===== src/rtl/adpll_lock_monitor.sv =====
// Per-tile ADPLL lock monitor: counts synchronised ref/fb rising edges over a fixed
// gate window, reports both counts and their signed difference, and qualifies lock.
module adpll_lock_monitor #(
  parameter int GATE_CYCLES    = 4096,
  parameter int CNT_WIDTH      = 12,
  parameter int TOL            = 2,
  parameter int LOCK_WINDOWS   = 4,
  parameter int UNLOCK_WINDOWS = 2
) (
  input  logic                 fpga_clk_i,
  input  logic                 rst_n_i,
  input  logic                 enable_i,
  input  logic                 ref_i,
  input  logic                 fb_i,
  output logic [CNT_WIDTH-1:0] ref_count_o,
  output logic [CNT_WIDTH-1:0] fb_count_o,
  output logic [CNT_WIDTH:0]   freq_err_o,
  output logic                 valid_o,
  output logic                 locked_o,
  output logic [1:0]           lock_state_o
);

  localparam int WIN_W = (GATE_CYCLES > 1) ? $clog2(GATE_CYCLES) : 1;
  localparam int GC_W  = $clog2(LOCK_WINDOWS + 1);
  localparam int BC_W  = $clog2(UNLOCK_WINDOWS + 1);
  localparam logic [WIN_W-1:0]     WIN_LAST = WIN_W'(GATE_CYCLES - 1);
  localparam logic [CNT_WIDTH-1:0] CNT_MAX  = '1;
  localparam logic [CNT_WIDTH:0]   TOL_W    = (CNT_WIDTH + 1)'(TOL);
  localparam logic [GC_W-1:0]      LOCK_N   = GC_W'(LOCK_WINDOWS);
  localparam logic [BC_W-1:0]      UNLOCK_N = BC_W'(UNLOCK_WINDOWS);

  typedef enum logic [1:0] {
    UNLOCKED  = 2'b00,
    ACQUIRING = 2'b01,
    LOCKED    = 2'b10
  } lock_state_t;

  logic [1:0]           ref_sync, fb_sync;
  logic                 ref_d, fb_d, ref_edge, fb_edge;
  logic                 en_q, active, terminal;
  logic [WIN_W-1:0]     win_cnt;
  logic [CNT_WIDTH-1:0] ref_cnt, fb_cnt, ref_next, fb_next;
  logic [CNT_WIDTH:0]   err_w, abs_err;
  logic                 sat, good;
  lock_state_t          state_q, state_d;
  logic [GC_W-1:0]      good_cnt_q, good_cnt_d, good_inc;
  logic [BC_W-1:0]      bad_cnt_q, bad_cnt_d, bad_inc;

  // Synchronisers and edge detectors run regardless of enable_i; an edge pulse
  // reaches the counters three cycles after the input rises.
  always_ff @(posedge fpga_clk_i or negedge rst_n_i) begin
    if (!rst_n_i) begin
      ref_sync <= '0;
      fb_sync  <= '0;
      ref_d    <= 1'b0;
      fb_d     <= 1'b0;
      ref_edge <= 1'b0;
      fb_edge  <= 1'b0;
    end else begin
      ref_sync <= {ref_sync[0], ref_i};
      fb_sync  <= {fb_sync[0], fb_i};
      ref_d    <= ref_sync[1];
      fb_d     <= fb_sync[1];
      ref_edge <= ref_sync[1] & ~ref_d;
      fb_edge  <= fb_sync[1] & ~fb_d;
    end
  end

  // The first enabled cycle only arms the window, so a restart never reports a partial one.
  assign active   = enable_i & en_q;
  assign terminal = active && (win_cnt == WIN_LAST);
  assign ref_next = (ref_edge && (ref_cnt != CNT_MAX)) ? ref_cnt + 1'b1 : ref_cnt;
  assign fb_next  = (fb_edge && (fb_cnt != CNT_MAX)) ? fb_cnt + 1'b1 : fb_cnt;

  assign err_w   = {1'b0, fb_next} - {1'b0, ref_next};
  assign abs_err = err_w[CNT_WIDTH] ? -err_w : err_w;
  assign sat     = (ref_next == CNT_MAX) || (fb_next == CNT_MAX);
  assign good    = !sat && (abs_err <= TOL_W);

  always_ff @(posedge fpga_clk_i or negedge rst_n_i) begin
    if (!rst_n_i) begin
      en_q    <= 1'b0;
      win_cnt <= '0;
      ref_cnt <= '0;
      fb_cnt  <= '0;
    end else begin
      en_q <= enable_i;
      if (!enable_i || terminal) begin
        win_cnt <= '0;
        ref_cnt <= '0;
        fb_cnt  <= '0;
      end else if (active) begin
        win_cnt <= win_cnt + 1'b1;
        ref_cnt <= ref_next;
        fb_cnt  <= fb_next;
      end
    end
  end

  always_ff @(posedge fpga_clk_i or negedge rst_n_i) begin
    if (!rst_n_i) begin
      ref_count_o <= '0;
      fb_count_o  <= '0;
      freq_err_o  <= '0;
      valid_o     <= 1'b0;
    end else begin
      valid_o <= terminal;
      if (terminal) begin
        ref_count_o <= ref_next;
        fb_count_o  <= fb_next;
        freq_err_o  <= err_w;
      end
    end
  end

  assign good_inc = good_cnt_q + 1'b1;
  assign bad_inc  = bad_cnt_q + 1'b1;

  always_comb begin
    state_d    = state_q;
    good_cnt_d = good_cnt_q;
    bad_cnt_d  = bad_cnt_q;
    if (!enable_i) begin
      state_d    = UNLOCKED;
      good_cnt_d = '0;
      bad_cnt_d  = '0;
    end else if (terminal) begin
      case (state_q)
        UNLOCKED: begin
          if (good) begin
            if (LOCK_WINDOWS == 1) begin
              state_d    = LOCKED;
              good_cnt_d = '0;
            end else begin
              state_d    = ACQUIRING;
              good_cnt_d = GC_W'(1);
            end
          end
        end
        ACQUIRING: begin
          if (!good) begin
            state_d    = UNLOCKED;
            good_cnt_d = '0;
          end else if (good_inc >= LOCK_N) begin
            state_d    = LOCKED;
            good_cnt_d = '0;
            bad_cnt_d  = '0;
          end else begin
            good_cnt_d = good_inc;
          end
        end
        LOCKED: begin
          if (good) begin
            bad_cnt_d = '0;
          end else if (bad_inc >= UNLOCK_N) begin
            state_d   = UNLOCKED;
            bad_cnt_d = '0;
          end else begin
            bad_cnt_d = bad_inc;
          end
        end
        default: begin
          state_d    = UNLOCKED;
          good_cnt_d = '0;
          bad_cnt_d  = '0;
        end
      endcase
    end
  end

  always_ff @(posedge fpga_clk_i or negedge rst_n_i) begin
    if (!rst_n_i) begin
      state_q    <= UNLOCKED;
      good_cnt_q <= '0;
      bad_cnt_q  <= '0;
    end else begin
      state_q    <= state_d;
      good_cnt_q <= good_cnt_d;
      bad_cnt_q  <= bad_cnt_d;
    end
  end

  assign lock_state_o = state_q;
  assign locked_o     = (state_q == LOCKED);

endmodule


===== config.mk =====
export PLATFORM = sky130hd
export DESIGN_NAME = adpll_lock_monitor
export DESIGN_NICKNAME = d
export VERILOG_FILES = /design/src/rtl/adpll_lock_monitor.sv
export SDC_FILE = /design/constraint.sdc
export NUM_CORES = 1
export LEC_CHECK = 0
export ABC_AREA = 1
export CAP_MARGIN = 20
export CORE_MARGIN = 4
export CORE_UTILIZATION = 63
export DETAILED_ROUTE_END_ITERATION = 10
export GPL_TIMING_DRIVEN = 0
export PLACE_DENSITY_LB_ADDON = 0.2
export SYNTH_ARGS = -nofsm -noshare
export SYNTH_HDL_FRONTEND = slang
export SYNTH_SLANG_ARGS = --single-unit

===== constraint.sdc =====
create_clock -name fpga_clk_i -period 7.5 [get_ports fpga_clk_i]
set_input_delay 0.75 -clock fpga_clk_i [delete_from_list [all_inputs] [get_ports fpga_clk_i]]
set_output_delay 0.75 -clock fpga_clk_i [all_outputs]
set_load 0.005 [all_outputs]

**Yosys cells after proc, flatten, opt, wreduce, memory -nomap -nowiden**

Cells that the tools add are included.
W data, S select, Z words.

- Order comparisons: 3
- Reductions and logical operators: 13
- Add/subtract/negate cells: 7
- Bitwise operators: 5
- Eq/ne operators: 16
- Mux-type cells: 30

Operators by type and width:

| cell | count |
|---|---|
| $mux W12 | 8 |
| $add A12 B1 Y12 const B | 3 |
| $eq A12 B12 Y1 const B | 3 |
| $mux W2 | 13 |
| $ne A12 B12 Y1 const B | 2 |
| $mux W3 | 5 |
| $le A13 B2 Y1 const B | 1 |
| $mux W13 | 1 |
| $neg A13 Y13 | 1 |
| $sub A12 B12 Y13 | 1 |
| $ne A3 B3 Y1 const B | 4 |
| $pmux W2 S3 | 2 |
| $pmux W3 S3 | 1 |
| $reduce_and A5 Y1 | 1 |
| $logic_and A1 B1 Y1 | 4 |
| $ne A2 B2 Y1 const B | 2 |
| $ne A4 B4 Y1 const B | 1 |
| $reduce_and A4 Y1 | 1 |
| $add A3 B1 Y3 const B | 1 |
| $and A1 B1 Y1 | 3 |
| $ge A3 B3 Y1 const B | 1 |
| $ne A3 B2 Y1 const B | 1 |
| $reduce_and A3 Y1 | 1 |
| $add A2 B1 Y2 const B | 1 |
| 9 further kinds | 12 |

- Flip-flop bits (word level): 90
- Word-level logic and storage cells: 91
- Input port bits: 5

**Depth between registers and ports, before layout**

Gate-level depths: netlist (run 1).

- Depth in word-level cells: 12
- Mapped depth: 30
- Mapped depth without buffers: 30

**Worst setup path before layout (run 1)**

No wires, ideal clock.

- Path kind: reg2reg
- Start point: reg fb_cnt[0]
- End point: reg good_cnt_q[1]
- Data required time: 7383 ps
- Cell stages (with the launch flop): 27
- Path slack: 3810 ps
- Arrival: 3573 ps
- Period minus slack after synthesis: 3690 ps
- Path through: dfrtp_1 -> ha_1 -> nand3_1 -> inv_2 -> nand3_4 -> nand2_4 -> inv_2 -> nand3_1 -> nor3_1 -> xor2_1 -> ha_1 -> a21oi_1 -> o21bai_1 -> a21oi_1 -> nand2_1 -> nor2_4 -> nand2_1 -> nand2_1 -> nand2_1 -> inv_2 -> nand2_2 -> nor2_4 -> nand2_4 -> nand2_4 -> nand2_2 -> nand2_1 -> o21ai_2

- Longest elaborated chain between the ends: 12
- Elaborated cells on any way between the ends: 18
- Classes of those cells: add/sub: 3; order compare: 1; eq/ne: 3; mux: 6; reduce/logical: 5

RTL lines:

| element | line | source |
|---|---|---|
| start, declared | 42 | `logic [CNT_WIDTH-1:0] ref_cnt, fb_cnt, ref_next, fb_next;` |
| start signal, assigned | 95 | `fb_cnt <= fb_next;` |
| parallel branches: the longest is 2 deep, another holds $add A12 B1 Y12 | - |  |
| $mux W12 (*) | 73 | `assign fb_next = (fb_edge && (fb_cnt != CNT_MAX)) ? fb_cnt + 1'b1 : fb_cnt;` |
| named net fb_next[9] | 42 |  |
| $sub A12 B12 Y13 | 75 | `assign err_w = {1'b0, fb_next} - {1'b0, ref_next};` |
| $neg A13 Y13 | 76 | `assign abs_err = err_w[CNT_WIDTH] ? -err_w : err_w;` |
| $mux W13 | 76 |  |
| $le A13 B2 Y1 | 78 | `assign good = !sat && (abs_err <= TOL_W);` |
| $logic_and A1 B1 Y1 (*) | 78 |  |
| $mux W3 | 141 | `if (!good) begin` |
| $pmux W3 S3 | 128 | `case (state_q)` |
| $mux W3 | 127 | `end else if (terminal) begin` |
| $mux W3 | 123 | `if (!enable_i) begin` |
| end signal, assigned | 178 | `good_cnt_q <= good_cnt_d;` |
| end, declared | 46 | `logic [GC_W-1:0] good_cnt_q, good_cnt_d, good_inc;` |

Mark *: on every way through the listed nets, which the timed path passes. The select of a mux whose other input is x is not followed.
A chain may end at the register's enable or synchronous reset.

**Worst setup path after layout (run 1)**

- Start point: reg ref_cnt[0]
- End point: reg state_q[1], in the netlist lock_state_o[1]

- Longest elaborated chain between the ends: 12
- Elaborated cells on any way between the ends: 20
- Classes of those cells: add/sub: 3; order compare: 1; eq/ne: 5; mux: 6; reduce/logical: 5

RTL lines:

| element | line | source |
|---|---|---|
| start, declared | 42 |  |
| start signal, assigned | 94 | `ref_cnt <= ref_next;` |
| parallel branches: the longest is 2 deep, another holds $add A12 B1 Y12 | - |  |
| $mux W12 (*) | 72 | `assign ref_next = (ref_edge && (ref_cnt != CNT_MAX)) ? ref_cnt + 1'b1 : ref_cnt;` |
| named net ref_next[1] | 42 |  |
| $sub A12 B12 Y13 | 75 |  |
| $neg A13 Y13 | 76 |  |
| $mux W13 | 76 |  |
| $le A13 B2 Y1 | 78 |  |
| $logic_and A1 B1 Y1 (*) | 78 |  |
| $mux W2 | 141 |  |
| $pmux W2 S3 | 128 |  |
| $mux W2 | 127 |  |
| $mux W2 | 123 |  |
| end signal, assigned | 177 | `state_q <= state_d;` |
| end, declared | 45 | `lock_state_t state_q, state_d;` |

Marks and branches as above.

==> results by group, run 1 <==
Final layout
  – Commonest non-fill, non-tap cell in the layout: nand2_1
  – Register Area: between 2000 and 2500 um^2
  – Fin nets: about 840
  – Area growth, synth to finish: 14.7%
  – Layout cells sized above 1: 9.88%
  – Area of the multi-input gates: 2880 um^2
  – Ant. Diodes: 0
  – Final Non-Filler Cells: 925
  – Highest-count cells in the layout ignoring fill and taps: nand2_1 (225), dfrtp_1 (90), inv_1 (84), nor2_1 (60), nand3_1 (55)
  – Final instance area: 6370 um^2
  – Fillers: 623

Setup path
  – Critical Path AT: between 4 and 5 ns
  – Worst Path Required: 7.75 ns
  – Reg2reg path depth: 27
  – Worst R2R End: lock_state_o[1]$_DFFE_PN0P_
  – Flop2flop setup slack: 2.92 ns
  – Crit end category: register
  – Crit path max fanout: 10
  – Setup crit start kind: register
  – Reg-to-Reg Start: ref_cnt[0]$_DFFE_PN0P_
  – Critical path type: reg2reg

Timing
  – Max frequency: 218 MHz
  – Slew of the pin with the lowest slew margin: 0.953 ns
  – RSZ-0062 raised after global routing: false
  – Final min period: between 4 and 5 ns
  – Hold Fails Final Rpt: 0
  – Setup_tns: 0 ns
  – Fin crit share: 61.0%
  – Setup violators final: 0
  – Hold slack: roughly 0.35 ns
  – Worst rel slew slack: 35.8%
  – Layout Skew: 0.0111 ns
  – Max Slew Vio Count: 0

Worst hold path
  – Hold Path Class: in2async

Yosys
  – Sequential area share after synthesis: 40.5%
  – Mean Syn Cell Area: approximately 7.3 um^2
  – Cell count after synthesis: 758
  – Mapped Nets: a little under 800
  – Cell Area, Synth: 5560 um^2
  – Unique masters post-synth: 35
  – Synthesized flop and latch total: 90
  – Ys Warns: 0

Drt
  – Wire per inst: 14.7 um
  – Post-DRT Antenna Nets: 0
  – Residual DRC: 0
  – First-pass DRT Iterations: 5
  – Starting DRT DRC Count: 327
  – Routed wire length: 13600 um
  – Routed vias/inst: 5.62
  – Vias: 5197

Global route
  – Largest net degree at the start of global routing: 48
  – Gr ovfl total: 0
  – Gr usage total: 28.2%
  – Initial antenna violation count: 0
  – First-pass GRT wire length: 23100 um
  – Number of global-route vias before repair: between 5000 and 6000

Floorplanning
  – Die Span X: 102 um
  – Core region area: ~8400 um^2
  – Die Span Y: between 100 and 150 um
  – Die area: 10400 um^2
  – Ports: 46
  – # rows: 33
  – Initial Utilization: 66.3%

Flow run
  – Maximum capacitance violations: 0

Clock tree
  – Clock transition at the registers of the reported paths: around 0.10 ns
  – Buffer count from post-CTS setup fixing: 0
  – CTS sink cnt: 90
  – CTS tree: done
  – Root buf cell: clkbuf_8
  – Post-CTS resize count: 0
  – Insertion delay to the later sink of the worst-skew pair: between 0.3 and 0.4 ns
  – Post-cts hold buffer count: 0
  – CTS Buf Count: 9
  – CTS H-Tree Depth: 3
  – Clock buffer depth: 2

Placement
  – RD Place Congestion: 0.923
  – IO Port Bufs: 45
  – Placed Area: between 6000 and 7000 um^2
  – Inst Count DP: just over 900
  – Post-DP HPWL: 10500 um

Outcome
  – Outcome: complete, no violations

Power
  – Worst VDD drop: between 0.1 and 0.15 mV
  – Power, Total: 1.12 mW
  – Pwr/cell area: approximately 180 nW/um^2
  – Pleak: 3.08 nW
[through the flow]
stage | worst slack, ns | util [%]
after floorplan | 3.81 | -
after global placement | 2.57 | 73.2
after detailed placement | 3.03 | 73.5
after CTS | 2.99 | 76.0
after global routing | 2.53 | 76.0
final | 2.92 | 76.0
[layer usage]
| metal | wire length (um) | vias to the layer above | track usage, % |
|---|---|---|---|
| met4 | 330 | 0 | 11.6 |
| li1 | - | 2589 | - |
| met3 | 756 | 31 | 4.37 |
| met1 | 6000 | 2418 | 37.2 |
| met2 | 6510 | 159 | 46.5 |
| met5 | 0 | - | 0 |
[cells by family (layout without fill, tap and decap cells)]
family	count (synthesis)	count (layout)	share of synthesized area (%)
xor gates and xnor gates	13	13	2.05
and+or+nand+nor	431	431	36.1
buffers and inverters	108	170	7.61
AOI/OAI and AO/OA	101	101	10.2
DFF	90	90	40.5
adders and majority gates	15	15	3.51
[how the worst max path moves through the flow]
stage                                      start                           to  slack (ns)  depth (start not counted)
after global routing      ref_cnt[0]$_DFFE_PN0P_     bad_cnt_q[0]$_DFFE_PN0P_        2.53                         27
after detailed placement  ref_cnt[0]$_DFFE_PN0P_    good_cnt_q[0]$_DFFE_PN0P_        3.03                         27
after floorplan            fb_cnt[0]$_DFFE_PN0P_    good_cnt_q[1]$_DFFE_PN0P_        3.81                         26
after global placement                   rst_n_i       win_cnt[9]$_DFFE_PN0P_        2.57                          1
after CTS                 ref_cnt[0]$_DFFE_PN0P_    good_cnt_q[0]$_DFFE_PN0P_        2.99                         27
final                     ref_cnt[0]$_DFFE_PN0P_  lock_state_o[1]$_DFFE_PN0P_        2.92                         27
[worst max-delay path, stage by stage (launching register included)]
cell and delay [ns]:
dfrtp_1 0.48, ha_1 0.32, nand2_2 0.13, nor2_4 0.05, nand3_4 0.14, nand2_4 0.09
buf_8 0.16, o21ai_0 0.74, inv_1 0.17, fa_1 0.66, ha_1 0.20, inv_1 0.09
a21oi_1 0.13, nand2_1 0.10, nor2_1 0.11, nand2_1 0.09, nor2_1 0.09, nand3_1 0.07
nand2_1 0.07, nand2_1 0.05, nand2_1 0.05, nand2_1 0.06, inv_2 0.07, nand2_4 0.07
nand2_4 0.08, nand3_2 0.07, nand2_1 0.07, nand2_1 0.06
[area by class of cell]
cell class                 count  area share [%]
buffer                        16            1.22
clock inverter                 6            1.12
sequential                    90            35.3
inverter                      92            5.42
timing repair buffer          46            7.46
clock buffer                  10            2.16
tap                          105            2.06
multi-input combinational    560            45.2
[flip-flops by register name, indices dropped and copies added (netlist names), 3 cells and up]
name / count
ref_count_o: 12
fb_count_o: 12
win_cnt: 12
fb_cnt: 12
ref_cnt: 12
good_cnt_q: 3
freq_err_o: 13
[Yosys cell counts (all sizes together)]
cell type  number  area [um^2]
o21bai          3         22.5
nand2         258         1090
xnor2           3         26.3
nand4          16          100
clkbuf         12         45.0
fa              1         20.0
buf             4         32.5
nand3b          4         30.0
nor4            5         31.3
o21a            3         22.5
o211ai          1         7.51
a31oi           1         6.26
clkinv          1         3.75
nand3          63          378
nor2           68          295
a21oi          16         80.1
nor3           17         85.1
inv            91          342
o22ai          20          125
xor2           10         87.6
a21boi          2         15.0
ha             14          175
dfrtp          90         2250
o21ai          55          287
[report_power, final]
| group | switching (mW) | leakage, nW | internal (mW) |
|---|---|---|---|
| sequential | 0.0102 | 1.23 | 0.496 |
| combinational | 0.178 | 1.74 | 0.0826 |
| clock | 0.188 | 0.0995 | 0.166 |
| total | 0.376 | 3.08 | 0.744 |
No activity file was read; power rests on OpenSTA's default activity.
==> inputs of run 2 (changes only) <==
--- a/config.mk
+++ b/config.mk
@@ -8,7 +8,7 @@
 export ABC_AREA = 1
 export CAP_MARGIN = 20
 export CORE_MARGIN = 4
-export CORE_UTILIZATION = 63
+export CORE_UTILIZATION = 59
 export DETAILED_ROUTE_END_ITERATION = 10
 export GPL_TIMING_DRIVEN = 0
 export PLACE_DENSITY_LB_ADDON = 0.2
==> constraint.sdc (replaced) <==
create_clock -name fpga_clk_i -period 4.4 [get_ports fpga_clk_i]
set_input_delay 0.44 -clock fpga_clk_i [delete_from_list [all_inputs] [get_ports fpga_clk_i]]
set_output_delay 0.44 -clock fpga_clk_i [all_outputs]
set_load 0.005 [all_outputs]
==> run 2 against run 1 <==
Compared with the run above:
- die area rose by 6.2%
- via count rose by 0.58%
- final area rose by 1.3%
- largest cell class unchanged
- global-route usage fell by 2.7 points
- wire length rose by 0.79%
- non-clock buffer count rose by 4
- setup slack got worse by 2.6 ns
- combinational power rose by 72%
- critical path depth fell by 1
==> results by group, run 2 (same netlist as run 1, synthesis figures left out) <==
Final layout
  – Fin nets: 839
  – Commonest non-fill, non-tap cell in the layout: nand2_1
  – Highest-count cells in the layout ignoring fill and taps: nand2_1 (225), dfrtp_1 (89), inv_1 (84), nor2_1 (60), nand3_1 (55)
  – Register Area: 2250 um^2
  – Final Util: roughly 70%
  – Area of the multi-input gates: slightly below 3000 um^2
  – Largest Register: freq_err_o
  – Layout cells sized above 1: a little under an eighth
  – Final Non-Filler Cells: 935
  – Ant. Diodes: 0
  – Area growth, synth to finish: 16.1%
  – Max reg flops: 13
  – Fillers: between 700 and 800

Placement
  – Place WS: -0.0305 ns
  – Inst Count DP: 915
  – Post-DP HPWL: ~10000 um
  – IO Port Bufs: 45
  – RD Place Congestion: a little over 0.9

Timing
  – Worst rel slew slack: between 50 and 60%
  – Fin crit share: 93.6%
  – Setup_tns: 0 ns
  – Max Slew Vio Count: 0
  – Max frequency: 243 MHz
  – Setup violators final: 0
  – Final min period: between 4 and 5 ns
  – Slew of the pin with the lowest slew margin: 0.717 ns
  – Layout Skew: ~0.017 ns
  – Hold Fails Final Rpt: 0
  – Final setup margin: 0.284 ns

Setup path
  – Reg2reg path depth: 26
  – CP dominant cell by count: nand2_1
  – Flop2flop setup slack: 0.28 ns
  – Worst R2R End: bad_cnt_q[0]$_DFFE_PN0P_
  – Critical Path AT: 4.37 ns
  – CP max stage cell: dfrtp_1
  – Crit end category: register
  – CP max stage delay: 0.42 ns
  – Critical path type: reg2reg
  – Reg-to-Reg Start: fb_cnt[0]$_DFFE_PN0P_
  – Setup crit start kind: register
  – Worst Path Required: 4.65 ns
  – Crit path max fanout: 9

Drt
  – Routed vias/inst: 5.59
  – Post-DRT Antenna Nets: 0
  – Routed wire length: 13700 um
  – First-pass DRT Iterations: 6
  – Vias: 5227
  – Residual DRC: 0
  – Wire per inst: between 10 and 15 um
  – Starting DRT DRC Count: 331

Global route
  – Initial antenna violation count: 0
  – Gr usage total: 25.5%
  – First-pass GRT wire length: 23100 um
  – Largest net degree at the start of global routing: 58
  – Gr ovfl total: 0
  – Number of global-route vias before repair: 4964

Floorplanning
  – Ports: 46
  – Die Span Y: 105 um
  – Die area: 11000 um^2
  – Die Span X: 105 um
  – Initial Utilization: slightly above 60%
  – # rows: 35
  – Core region area: approximately 9000 um^2

Power
  – Worst VDD drop: ~0.18 mV
  – Pleak: 3.10 nW
  – Power, Total: around 1.9 mW
  – Pwr/cell area: 291 nW/um^2

Clock tree
  – CTS Buf Count: 9
  – Clock transition at the registers of the reported paths: 0.10 ns
  – CTS H-Tree Depth: 3
  – CTS sink cnt: 90
  – CTS tree: done
  – Clock buffer depth: 2
  – Insertion delay to the later sink of the worst-skew pair: 0.38 ns
  – Post-cts hold buffer count: 0
  – Root buf cell: clkbuf_8

Worst hold path
  – Hold Path Class: in2async

Flow run
  – Maximum capacitance violations: 0

Outcome
  – Outcome: complete, no violations
run 2: final cells by class:
class,count,area share [%]
inverters,92,5.35
clock buffers,10,2.13
flip-flops and latches,90,34.9
well taps,111,2.15
clock inverters,6,0.873
plain buffers,16,1.20
multi-input cells,560,45.5
repair buffers,50,7.84
run 2: where the power goes:
group	switching [mW]	internal [mW]	total (mW)
clock network	0.334	0.234	0.568
logic	0.304	0.146	0.450
registers	0.0172	0.845	0.862
total	0.655	1.22	1.88
run 2: worst max path at each step:
stage | start | to | depth (start not counted)
after global routing | ref_cnt[1]$_DFFE_PN0P_ | good_cnt_q[1]$_DFFE_PN0P_ | 28
after global placement | rst_n_i | win_cnt[7]$_DFFE_PN0P_ | 1
final | fb_cnt[0]$_DFFE_PN0P_ | bad_cnt_q[0]$_DFFE_PN0P_ | 26
after floorplan | fb_cnt[0]$_DFFE_PN0P_ | good_cnt_q[1]$_DFFE_PN0P_ | 26
after CTS | ref_cnt[0]$_DFFE_PN0P_ | bad_cnt_q[0]$_DFFE_PN0P_ | 28
after detailed placement | ref_cnt[0]$_DFFE_PN0P_ | good_cnt_q[1]$_DFFE_PN0P_ | 27
run 2: repair_timing:
action,CTS,global route
setup buffers,0,4
gates resized for setup,2,10
pin swaps,0,1
hold endpoints to repair,0,0
setup endpoints to repair,5,7
run 2: worst max-delay path, delay by kind of cell, from the launching register on:
kind,cells,cell delay (ns)
AOI/OAI and AO/OA,4,0.72
adders and majority gates,2,0.58
and+or+nand+nor,16,1.72
DFF,1,0.42
buffers and inverters,3,0.22
xor gates and xnor gates,1,0.33
run 2: per-stage QoR:
stage	hold slack [ns]	instance area [um^2]
finish	0.00213	6450
global route	0.0293	6450
CTS	0.0158	6370
detailed placement	0.337	6170
global placement	0.336	6140
floorplan	0.144	5560
run 2: layer usage:
metal	up-vias	track usage [%]	share of wire (%)
met5	-	0	0
met4	0	7.87	1.9
met3	31	4.26	5.5
met2	150	42.2	48
met1	2464	34.3	45
li1	2582	-	-
